$ cat src/rtl/clint_trap_ctrl_if.sv
// ============================================================================
// Module      : clint_trap_ctrl_if
// Description : EX-stage event, CSR access and PC redirect signals between the
//               pipeline and the core-local trap sequencer.
// Revision    : 1.0 - initial release
// ============================================================================
`default_nettype none

interface clint_trap_ctrl_if;
    logic        inst_ecall_i;
    logic        inst_ebreak_i;
    logic        inst_mret_i;
    logic [31:0] inst_addr_i;
    logic        br_taken_i;
    logic [31:0] br_target_i;
    logic        irq_i;
    logic [31:0] csr_mtvec_i;
    logic [31:0] csr_mepc_i;
    logic [31:0] csr_mstatus_i;
    logic        hold_flag_o;
    logic        csr_we_o;
    logic [11:0] csr_waddr_o;
    logic [31:0] csr_wdata_o;
    logic        int_assert_o;
    logic [31:0] int_addr_o;

    // Pipeline / CSR-file side
    modport master (
        output inst_ecall_i, inst_ebreak_i, inst_mret_i, inst_addr_i,
        output br_taken_i, br_target_i, irq_i,
        output csr_mtvec_i, csr_mepc_i, csr_mstatus_i,
        input  hold_flag_o, csr_we_o, csr_waddr_o, csr_wdata_o,
        input  int_assert_o, int_addr_o
    );

    // Trap sequencer side
    modport slave (
        input  inst_ecall_i, inst_ebreak_i, inst_mret_i, inst_addr_i,
        input  br_taken_i, br_target_i, irq_i,
        input  csr_mtvec_i, csr_mepc_i, csr_mstatus_i,
        output hold_flag_o, csr_we_o, csr_waddr_o, csr_wdata_o,
        output int_assert_o, int_addr_o
    );
endinterface

`default_nettype wire

$ cat src/rtl/clint_trap_ctrl.sv
// ============================================================================
// Module      : clint_trap_ctrl
// Description : Core-local trap sequencer. Holds the pipeline while it writes
//               mepc/mstatus/mcause, then redirects the PC to mtvec or mepc.
// Revision    : 1.0 - initial release
// ============================================================================
`default_nettype none

module clint_trap_ctrl #(
    parameter logic [11:0] MSTATUS_ADDR = 12'h300,
    parameter logic [11:0] MEPC_ADDR    = 12'h341,
    parameter logic [11:0] MCAUSE_ADDR  = 12'h342
) (
    input  wire logic         clk,
    input  wire logic         rst,
    clint_trap_ctrl_if.slave  bus
);

    localparam logic [2:0] S_IDLE      = 3'd0;
    localparam logic [2:0] S_W_MEPC    = 3'd1;
    localparam logic [2:0] S_W_MSTATUS = 3'd2;
    localparam logic [2:0] S_W_MCAUSE  = 3'd3;
    localparam logic [2:0] S_ASSERT    = 3'd4;
    localparam logic [2:0] S_MRET      = 3'd5;

    localparam logic [31:0] c_CAUSE_ECALL  = 32'h0000_000B;
    localparam logic [31:0] c_CAUSE_EBREAK = 32'h0000_0003;
    localparam logic [31:0] c_CAUSE_IRQ    = 32'h8000_000B;

    logic [2:0]  r_state;
    logic [2:0]  w_state_nxt;
    logic [31:0] r_cause;
    logic [31:0] r_epc;      // trap PC, or mepc when returning via mret
    logic [31:0] r_mstatus;
    logic [31:0] r_mtvec;

    logic w_sync;
    logic w_mret;
    logic w_irq;
    logic w_event;

    logic        w_hold;
    logic        w_we;
    logic [11:0] w_waddr;
    logic [31:0] w_wdata;
    logic        w_assert;
    logic [31:0] w_addr;

    // Events are only looked at in IDLE; reset masks them so hold stays low.
    assign w_sync  = bus.inst_ecall_i | bus.inst_ebreak_i;
    assign w_mret  = bus.inst_mret_i;
    assign w_irq   = bus.irq_i & bus.csr_mstatus_i[3];
    assign w_event = ~rst & (r_state == S_IDLE) & (w_sync | w_mret | w_irq);

    always_ff @(posedge clk) begin
        if (rst) begin
            r_state   <= S_IDLE;
            r_cause   <= '0;
            r_epc     <= '0;
            r_mstatus <= '0;
            r_mtvec   <= '0;
        end else begin
            r_state <= w_state_nxt;
            if (r_state == S_IDLE) begin
                if (w_sync) begin
                    r_cause   <= bus.inst_ecall_i ? c_CAUSE_ECALL : c_CAUSE_EBREAK;
                    r_epc     <= bus.inst_addr_i;
                    r_mstatus <= bus.csr_mstatus_i;
                    r_mtvec   <= bus.csr_mtvec_i;
                end else if (w_mret) begin
                    r_epc     <= bus.csr_mepc_i;
                    r_mstatus <= bus.csr_mstatus_i;
                end else if (w_irq) begin
                    r_cause   <= c_CAUSE_IRQ;
                    r_epc     <= bus.br_taken_i ? bus.br_target_i : bus.inst_addr_i;
                    r_mstatus <= bus.csr_mstatus_i;
                    r_mtvec   <= bus.csr_mtvec_i;
                end
            end
        end
    end

    always_comb begin
        w_state_nxt = S_IDLE;
        case (r_state)
            S_IDLE: begin
                if (w_sync)      w_state_nxt = S_W_MEPC;
                else if (w_mret) w_state_nxt = S_MRET;
                else if (w_irq)  w_state_nxt = S_W_MEPC;
                else             w_state_nxt = S_IDLE;
            end
            S_W_MEPC:    w_state_nxt = S_W_MSTATUS;
            S_W_MSTATUS: w_state_nxt = S_W_MCAUSE;
            S_W_MCAUSE:  w_state_nxt = S_ASSERT;
            S_ASSERT:    w_state_nxt = S_IDLE;
            S_MRET:      w_state_nxt = S_IDLE;
            default:     w_state_nxt = S_IDLE;
        endcase
    end

    always_comb begin
        w_hold   = 1'b0;
        w_we     = 1'b0;
        w_waddr  = '0;
        w_wdata  = '0;
        w_assert = 1'b0;
        w_addr   = '0;
        case (r_state)
            S_IDLE: w_hold = w_event;
            S_W_MEPC: begin
                w_hold  = 1'b1;
                w_we    = 1'b1;
                w_waddr = MEPC_ADDR;
                w_wdata = r_epc;
            end
            S_W_MSTATUS: begin
                // MPIE <= MIE, MIE <= 0
                w_hold  = 1'b1;
                w_we    = 1'b1;
                w_waddr = MSTATUS_ADDR;
                w_wdata = {r_mstatus[31:8], r_mstatus[3], r_mstatus[6:4],
                           1'b0, r_mstatus[2:0]};
            end
            S_W_MCAUSE: begin
                w_hold  = 1'b1;
                w_we    = 1'b1;
                w_waddr = MCAUSE_ADDR;
                w_wdata = r_cause;
            end
            S_ASSERT: begin
                w_hold   = 1'b1;
                w_assert = 1'b1;
                w_addr   = r_mtvec;
            end
            S_MRET: begin
                // MIE <= MPIE, MPIE <= 1
                w_hold   = 1'b1;
                w_we     = 1'b1;
                w_waddr  = MSTATUS_ADDR;
                w_wdata  = {r_mstatus[31:8], 1'b1, r_mstatus[6:4],
                            r_mstatus[7], r_mstatus[2:0]};
                w_assert = 1'b1;
                w_addr   = r_epc;
            end
            default: w_hold = 1'b0;
        endcase
    end

    assign bus.hold_flag_o  = w_hold;
    assign bus.csr_we_o     = w_we;
    assign bus.csr_waddr_o  = w_waddr;
    assign bus.csr_wdata_o  = w_wdata;
    assign bus.int_assert_o = w_assert;
    assign bus.int_addr_o   = w_addr;

endmodule

`default_nettype wire

$ cat src/flat_wrapper.sv
// flat-port wrapper written by rule: the top's interface ports become plain ports
module clint_trap_ctrl_flat 
#(
    parameter logic [11:0] MSTATUS_ADDR = 12'h300,
    parameter logic [11:0] MEPC_ADDR    = 12'h341,
    parameter logic [11:0] MCAUSE_ADDR  = 12'h342
)
  (clk, rst, bus_inst_ecall_i, bus_inst_ebreak_i, bus_inst_mret_i, bus_inst_addr_i, bus_br_taken_i, bus_br_target_i, bus_irq_i, bus_csr_mtvec_i, bus_csr_mepc_i, bus_csr_mstatus_i, bus_hold_flag_o, bus_csr_we_o, bus_csr_waddr_o, bus_csr_wdata_o, bus_int_assert_o, bus_int_addr_o);
  clint_trap_ctrl_if bus_i ();
  input  wire logic clk;
  input  wire logic rst;
  input wire logic [$bits(bus_i.inst_ecall_i)-1:0] bus_inst_ecall_i;
  input wire logic [$bits(bus_i.inst_ebreak_i)-1:0] bus_inst_ebreak_i;
  input wire logic [$bits(bus_i.inst_mret_i)-1:0] bus_inst_mret_i;
  input wire logic [$bits(bus_i.inst_addr_i)-1:0] bus_inst_addr_i;
  input wire logic [$bits(bus_i.br_taken_i)-1:0] bus_br_taken_i;
  input wire logic [$bits(bus_i.br_target_i)-1:0] bus_br_target_i;
  input wire logic [$bits(bus_i.irq_i)-1:0] bus_irq_i;
  input wire logic [$bits(bus_i.csr_mtvec_i)-1:0] bus_csr_mtvec_i;
  input wire logic [$bits(bus_i.csr_mepc_i)-1:0] bus_csr_mepc_i;
  input wire logic [$bits(bus_i.csr_mstatus_i)-1:0] bus_csr_mstatus_i;
  output wire logic [$bits(bus_i.hold_flag_o)-1:0] bus_hold_flag_o;
  output wire logic [$bits(bus_i.csr_we_o)-1:0] bus_csr_we_o;
  output wire logic [$bits(bus_i.csr_waddr_o)-1:0] bus_csr_waddr_o;
  output wire logic [$bits(bus_i.csr_wdata_o)-1:0] bus_csr_wdata_o;
  output wire logic [$bits(bus_i.int_assert_o)-1:0] bus_int_assert_o;
  output wire logic [$bits(bus_i.int_addr_o)-1:0] bus_int_addr_o;
  assign bus_i.inst_ecall_i = bus_inst_ecall_i;
  assign bus_i.inst_ebreak_i = bus_inst_ebreak_i;
  assign bus_i.inst_mret_i = bus_inst_mret_i;
  assign bus_i.inst_addr_i = bus_inst_addr_i;
  assign bus_i.br_taken_i = bus_br_taken_i;
  assign bus_i.br_target_i = bus_br_target_i;
  assign bus_i.irq_i = bus_irq_i;
  assign bus_i.csr_mtvec_i = bus_csr_mtvec_i;
  assign bus_i.csr_mepc_i = bus_csr_mepc_i;
  assign bus_i.csr_mstatus_i = bus_csr_mstatus_i;
  assign bus_hold_flag_o = bus_i.hold_flag_o;
  assign bus_csr_we_o = bus_i.csr_we_o;
  assign bus_csr_waddr_o = bus_i.csr_waddr_o;
  assign bus_csr_wdata_o = bus_i.csr_wdata_o;
  assign bus_int_assert_o = bus_i.int_assert_o;
  assign bus_int_addr_o = bus_i.int_addr_o;
  clint_trap_ctrl #(.MSTATUS_ADDR(MSTATUS_ADDR), .MEPC_ADDR(MEPC_ADDR), .MCAUSE_ADDR(MCAUSE_ADDR)) u_core (.clk(clk), .rst(rst), .bus(bus_i));
endmodule
$ cat config.mk
export PLATFORM = sky130hd
export DESIGN_NAME = clint_trap_ctrl_flat
export DESIGN_NICKNAME = d
export VERILOG_FILES = /design/src/rtl/clint_trap_ctrl_if.sv /design/src/rtl/clint_trap_ctrl.sv /design/src/flat_wrapper.sv
export SDC_FILE = /design/constraint.sdc
export NUM_CORES = 1
export LEC_CHECK = 0
export ABC_AREA = 1
export CAP_MARGIN = 40
export CORE_ASPECT_RATIO = 1.75
export CORE_MARGIN = 2
export CORE_UTILIZATION = 31
export DETAILED_ROUTE_END_ITERATION = 7
export PLACE_DENSITY_LB_ADDON = 0.12
export SYNTH_ARGS = -nofsm -noshare
export SYNTH_HDL_FRONTEND = slang
export SYNTH_SLANG_ARGS = --single-unit
$ cat constraint.sdc
create_clock -name clk -period 1.5 [get_ports clk]
set_input_delay 0.3 -clock clk [delete_from_list [all_inputs] [get_ports clk]]
set_output_delay 0.3 -clock clk [all_outputs]
set_load 0.05 [all_outputs]
==> qor.csv <==
stage,metric,value,unit
status,status,"complete, but fails checks",
status,violated checks,setup timing,
finish,post-route insts no fill,1474,
synthesis,synthesized area per cell,6.17,µm²
synthesis,Mapped Area,5810,µm²
global_route,first-pass GRT wire length,36.7,mm
synthesis,synth warn,0,
finish,fin util,0.685,
setup_path,Worst R2R Path Depth,13,
clocking,Num CTS Buffers,9,
power_and_ir_drop,Static Leak,0.00510,µW
clocking,CTS tree,built,
global_route,largest net degree at the start of global routing,50,
finish,Final nets,1397,
clocking,"Clk Latency, worst-skew pair",0.35,ns
power_and_ir_drop,switching pwr,6380,µW
setup_path,"Data required, critical path",1.20,ns
floorplanning,die area,19900,µm²
power_and_ir_drop,Pint,9130,µW
setup_path,r2r setup slk,-0.44,ns
routing,WL per Instance,18.1,µm
setup_path,Slowest cell on crit path,dfxtp_4,
setup_path,Max stage delay on crit path,0.36,ns
finish,fillers,1464,
routing,drt first pass iters,6,
routing,DRT iter0 DRCs,302,
routing,ANT nets after route,0,
placed_design,Placed Instances,1403,
synthesis,synthesized flop and latch total,102,
finish,area of the multi-input gates,4890,µm²
finish,layout cells sized above 1,0.346,
power_and_ir_drop,Pwr per Cell Area,1220,nW/µm²
synthesis,Syn Inst Count,941,
floorplanning,Die Height,185,µm
floorplanning,Chip Width,107,µm
floorplanning,Core ar.,18500,µm²
routing,final wirelength,26.7,mm
timing,clk_skew,0.0124,ns
global_route,grt ovf,0,
placed_design,DP Wirelength,15.9,mm
timing,Hold WS,0.465,ns
timing,endpoints failing hold,0,
finish,layout overhead on the synthesized area,118,%
clocking,clk buf depth,2,
timing,min Tclk post-route,2.01,ns
hold_path,hold_sp,u_core.r_mstatus[26],
floorplanning,Initial Util,0.314,
clocking,Clock Sinks,102,
routing,DR vias,7082,
placed_design,port bufs,238,
timing,final setup violating endpoints,173,
setup_path,CP max FO,5,
setup_path,crit path cell chain,buf_4 > nor2_4 > buf_12 > nand2_8 > inv_8 > nand2_8 > o21ai_4 > buf_8,
global_route,vias in the first global route,6827,
floorplanning,I/O Pins,246,
power_and_ir_drop,Switching Share,0.411,
setup_path,R2R Path End,u_core.r_mtvec[0],
clocking,clk slew on worst S/H paths,0.08,ns
timing,final setup margin,-0.509,ns
global_route,gr usage total,0.239,
power_and_ir_drop,sequential power share,0.232,
global_route,antenna violations before repair,1,
timing,final period utilization,1.34,
power_and_ir_drop,Clock power frac,0.170,
power_and_ir_drop,VDD IR max,0.000731,V
timing,Setup TNS,-62.32,ns
clocking,Hold Buf Count CTS,0,
setup_path,CP most frequent cell,nand2_8,
timing,Max Clk Rate,498,MHz
synthesis,register area share after synthesis,0.352,
timing,Slew HR,0.597,
setup_path,Critical path buffers and inverters,4,
power_and_ir_drop,combinational power share,0.598,
hold_path,hold path depth,2,
power_and_ir_drop,total power,15500,µW
clocking,root buf cell,clkbuf_16,
synthesis,post-synth cell types,26,
routing,drt drc,0,
run,max_cap viols,0,
setup_path,crit path kind,flip-flop to primary output,
setup_path,endpoint type of the worst setup path,primary output,
hold_path,worst hold path type,flip-flop to flip-flop,
timing,RSZ-0062 raised after global routing,true,
timing,Pins Over Slew Limit,0,
setup_path,"delay-heaviest family, CP",buffers and inverters,
routing,DR vias/cell,4.80,
setup_path,crit start category,flip-flop,
clocking,H-tree levels,3,
finish,Register Area,2050,µm²
setup_path,Critical R2R Launch,u_core.r_state[0],
timing,worst-margin pin slew,0.605,ns
hold_path,Min-Delay Endpoint,u_core.r_mstatus[26],
placed_design,GPL Wtd Cong,0.842,
setup_path,worst path arrival time,1.71,ns
floorplanning,cell row count,66,
## layer usage
layer	wire [µm]	track usage
met1	10000	0.276
met2	14600	0.445
met3	1120	0.0331
met4	964	0.0795
met5	0	0
## final cells by class
cell class | instances | area share
Tap cell | 238 | 0.0235
Antenna cell | 1 | 0.000197
Inverter | 78 | 0.0260
Multi-Input combinational cell | 694 | 0.385
Clock inverter | 7 | 0.00809
Clock buffer | 9 | 0.0178
Timing Repair inverter | 2 | 0.00326
Sequential cell | 102 | 0.162
Timing Repair Buffer | 343 | 0.374
## power groups by stage
stage	clock network, µW	registers [µW]	logic [µW]
CTS	2640	3560	7610
floorplan	0	3500	3550
global route	2740	3650	9710
global placement	0	3530	5560
detailed placement	0	3550	5600
finish	2630	3600	9280
## sequential cells by signal, summed over array words and instances, names as in the netlist
| signal | flops |
|---|---|
| u_core.r_mstatus | 32 |
| u_core.r_cause | 3 |
| u_core.r_epc | 32 |
| u_core.r_mtvec | 32 |
| u_core.r_state | 3 |
## layout by cell type, fill, tap and decap left out, types with 5 or more instances in the layout
master	instances
buf_16	15
clkdlybuf4s50_1	165
buf_4	38
a21oi_4	13
nand3_4	40
nor2_1	101
dfxtp_1	99
nand2_2	21
o21ai_4	60
buf_6	14
nand2_4	9
inv_1	70
nand2_1	274
nand3_1	11
nor2_2	5
buf_8	12
and2_0	30
buf_12	81
conb_1	7
a21oi_1	16
nand3b_1	32
a21oi_2	41
clkbuf_16	26
nand3_2	21
## worst register-to-register path: stages, from the launching register on
cell	delay (ns)
dfxtp_4	0.36
buf_4	0.14
nor2_4	0.13
buf_12	0.18
nand2_8	0.08
inv_8	0.08
buf_4	0.11
buf_6	0.09
buf_12	0.12
buf_12	0.15
clkbuf_16	0.18
nand3b_1	0.11
nand2_1	0.09
nor2_1	0.04
## synthesized netlist by cell type
cell type | instances | share of area
a21oi_1 | 70 | 0.060
and2_0 | 30 | 0.032
and2_1 | 1 | 0.0011
buf_1 | 4 | 0.0026
buf_2 | 18 | 0.016
buf_4 | 15 | 0.019
buf_6 | 5 | 0.0097
clkbuf_1 | 29 | 0.019
clkbuf_2 | 2 | 0.0017
conb_1 | 1 | 0.00065
dfxtp_1 | 102 | 0.35
inv_1 | 73 | 0.047
inv_2 | 5 | 0.0032
nand2_1 | 305 | 0.20
nand2_2 | 2 | 0.0022
nand3_1 | 71 | 0.061
nand3_2 | 1 | 0.0017
nand3b_1 | 32 | 0.041
nor2_1 | 106 | 0.069
nor2_2 | 2 | 0.0022
nor2_4 | 2 | 0.0039
o211ai_1 | 1 | 0.0013
o21ai_0 | 60 | 0.052
o21ai_1 | 2 | 0.0017
o21ai_2 | 1 | 0.0015
o221ai_1 | 1 | 0.0015
## per-stage QoR
| stage | setup WS (ns) | cell area (µm²) |
|---|---|---|
| after floorplan | -0.473 | 6590 |
| after global placement | -0.299 | 9950 |
| after detailed placement | -0.324 | 9950 |
| after CTS | -0.479 | 11600 |
| after global routing | -0.557 | 12700 |
| final | -0.509 | 12700 |
## repair_timing
| action | 4_1_cts | 5_1_grt |
|---|---|---|
| pin swaps | 54 | 55 |
| hold endpoints to repair | 0 | 0 |
| endpoints found under the setup margin | 80 | 173 |
| resized for setup | 148 | 155 |
| gates cloned | 16 | 21 |
| buffers inserted | 13 | 11 |
## how the worst max path moves through the flow
stage	from	end	slack [ns]	depth (start not counted)
2_1_floorplan	u_core.r_state[2]	bus_csr_wdata_o[31]	-0.47	4
3_3_place_gp	bus_inst_mret_i	u_core.r_mtvec[17]	-0.30	7
3_5_place_dp	bus_inst_mret_i	u_core.r_mtvec[11]	-0.32	7
4_1_cts	u_core.r_state[0]	bus_csr_wdata_o[23]	-0.48	8
5_1_grt	u_core.r_state[1]	bus_csr_wdata_o[13]	-0.56	7
6_report	u_core.r_state[0]	bus_hold_flag_o	-0.51	8
## cells by family (layout without fill, tap and decap cells)
family | count (synthesis) | in the layout | share of synthesized area
AOI/OAI and AO/OA | 135 | 135 | 0.118
buffers and inverters | 151 | 439 | 0.118
DFF | 102 | 102 | 0.352
other | 1 | 8 | 0.000646
and+or+nand+nor | 552 | 552 | 0.412
No activity file was read; power rests on OpenSTA's default activity.
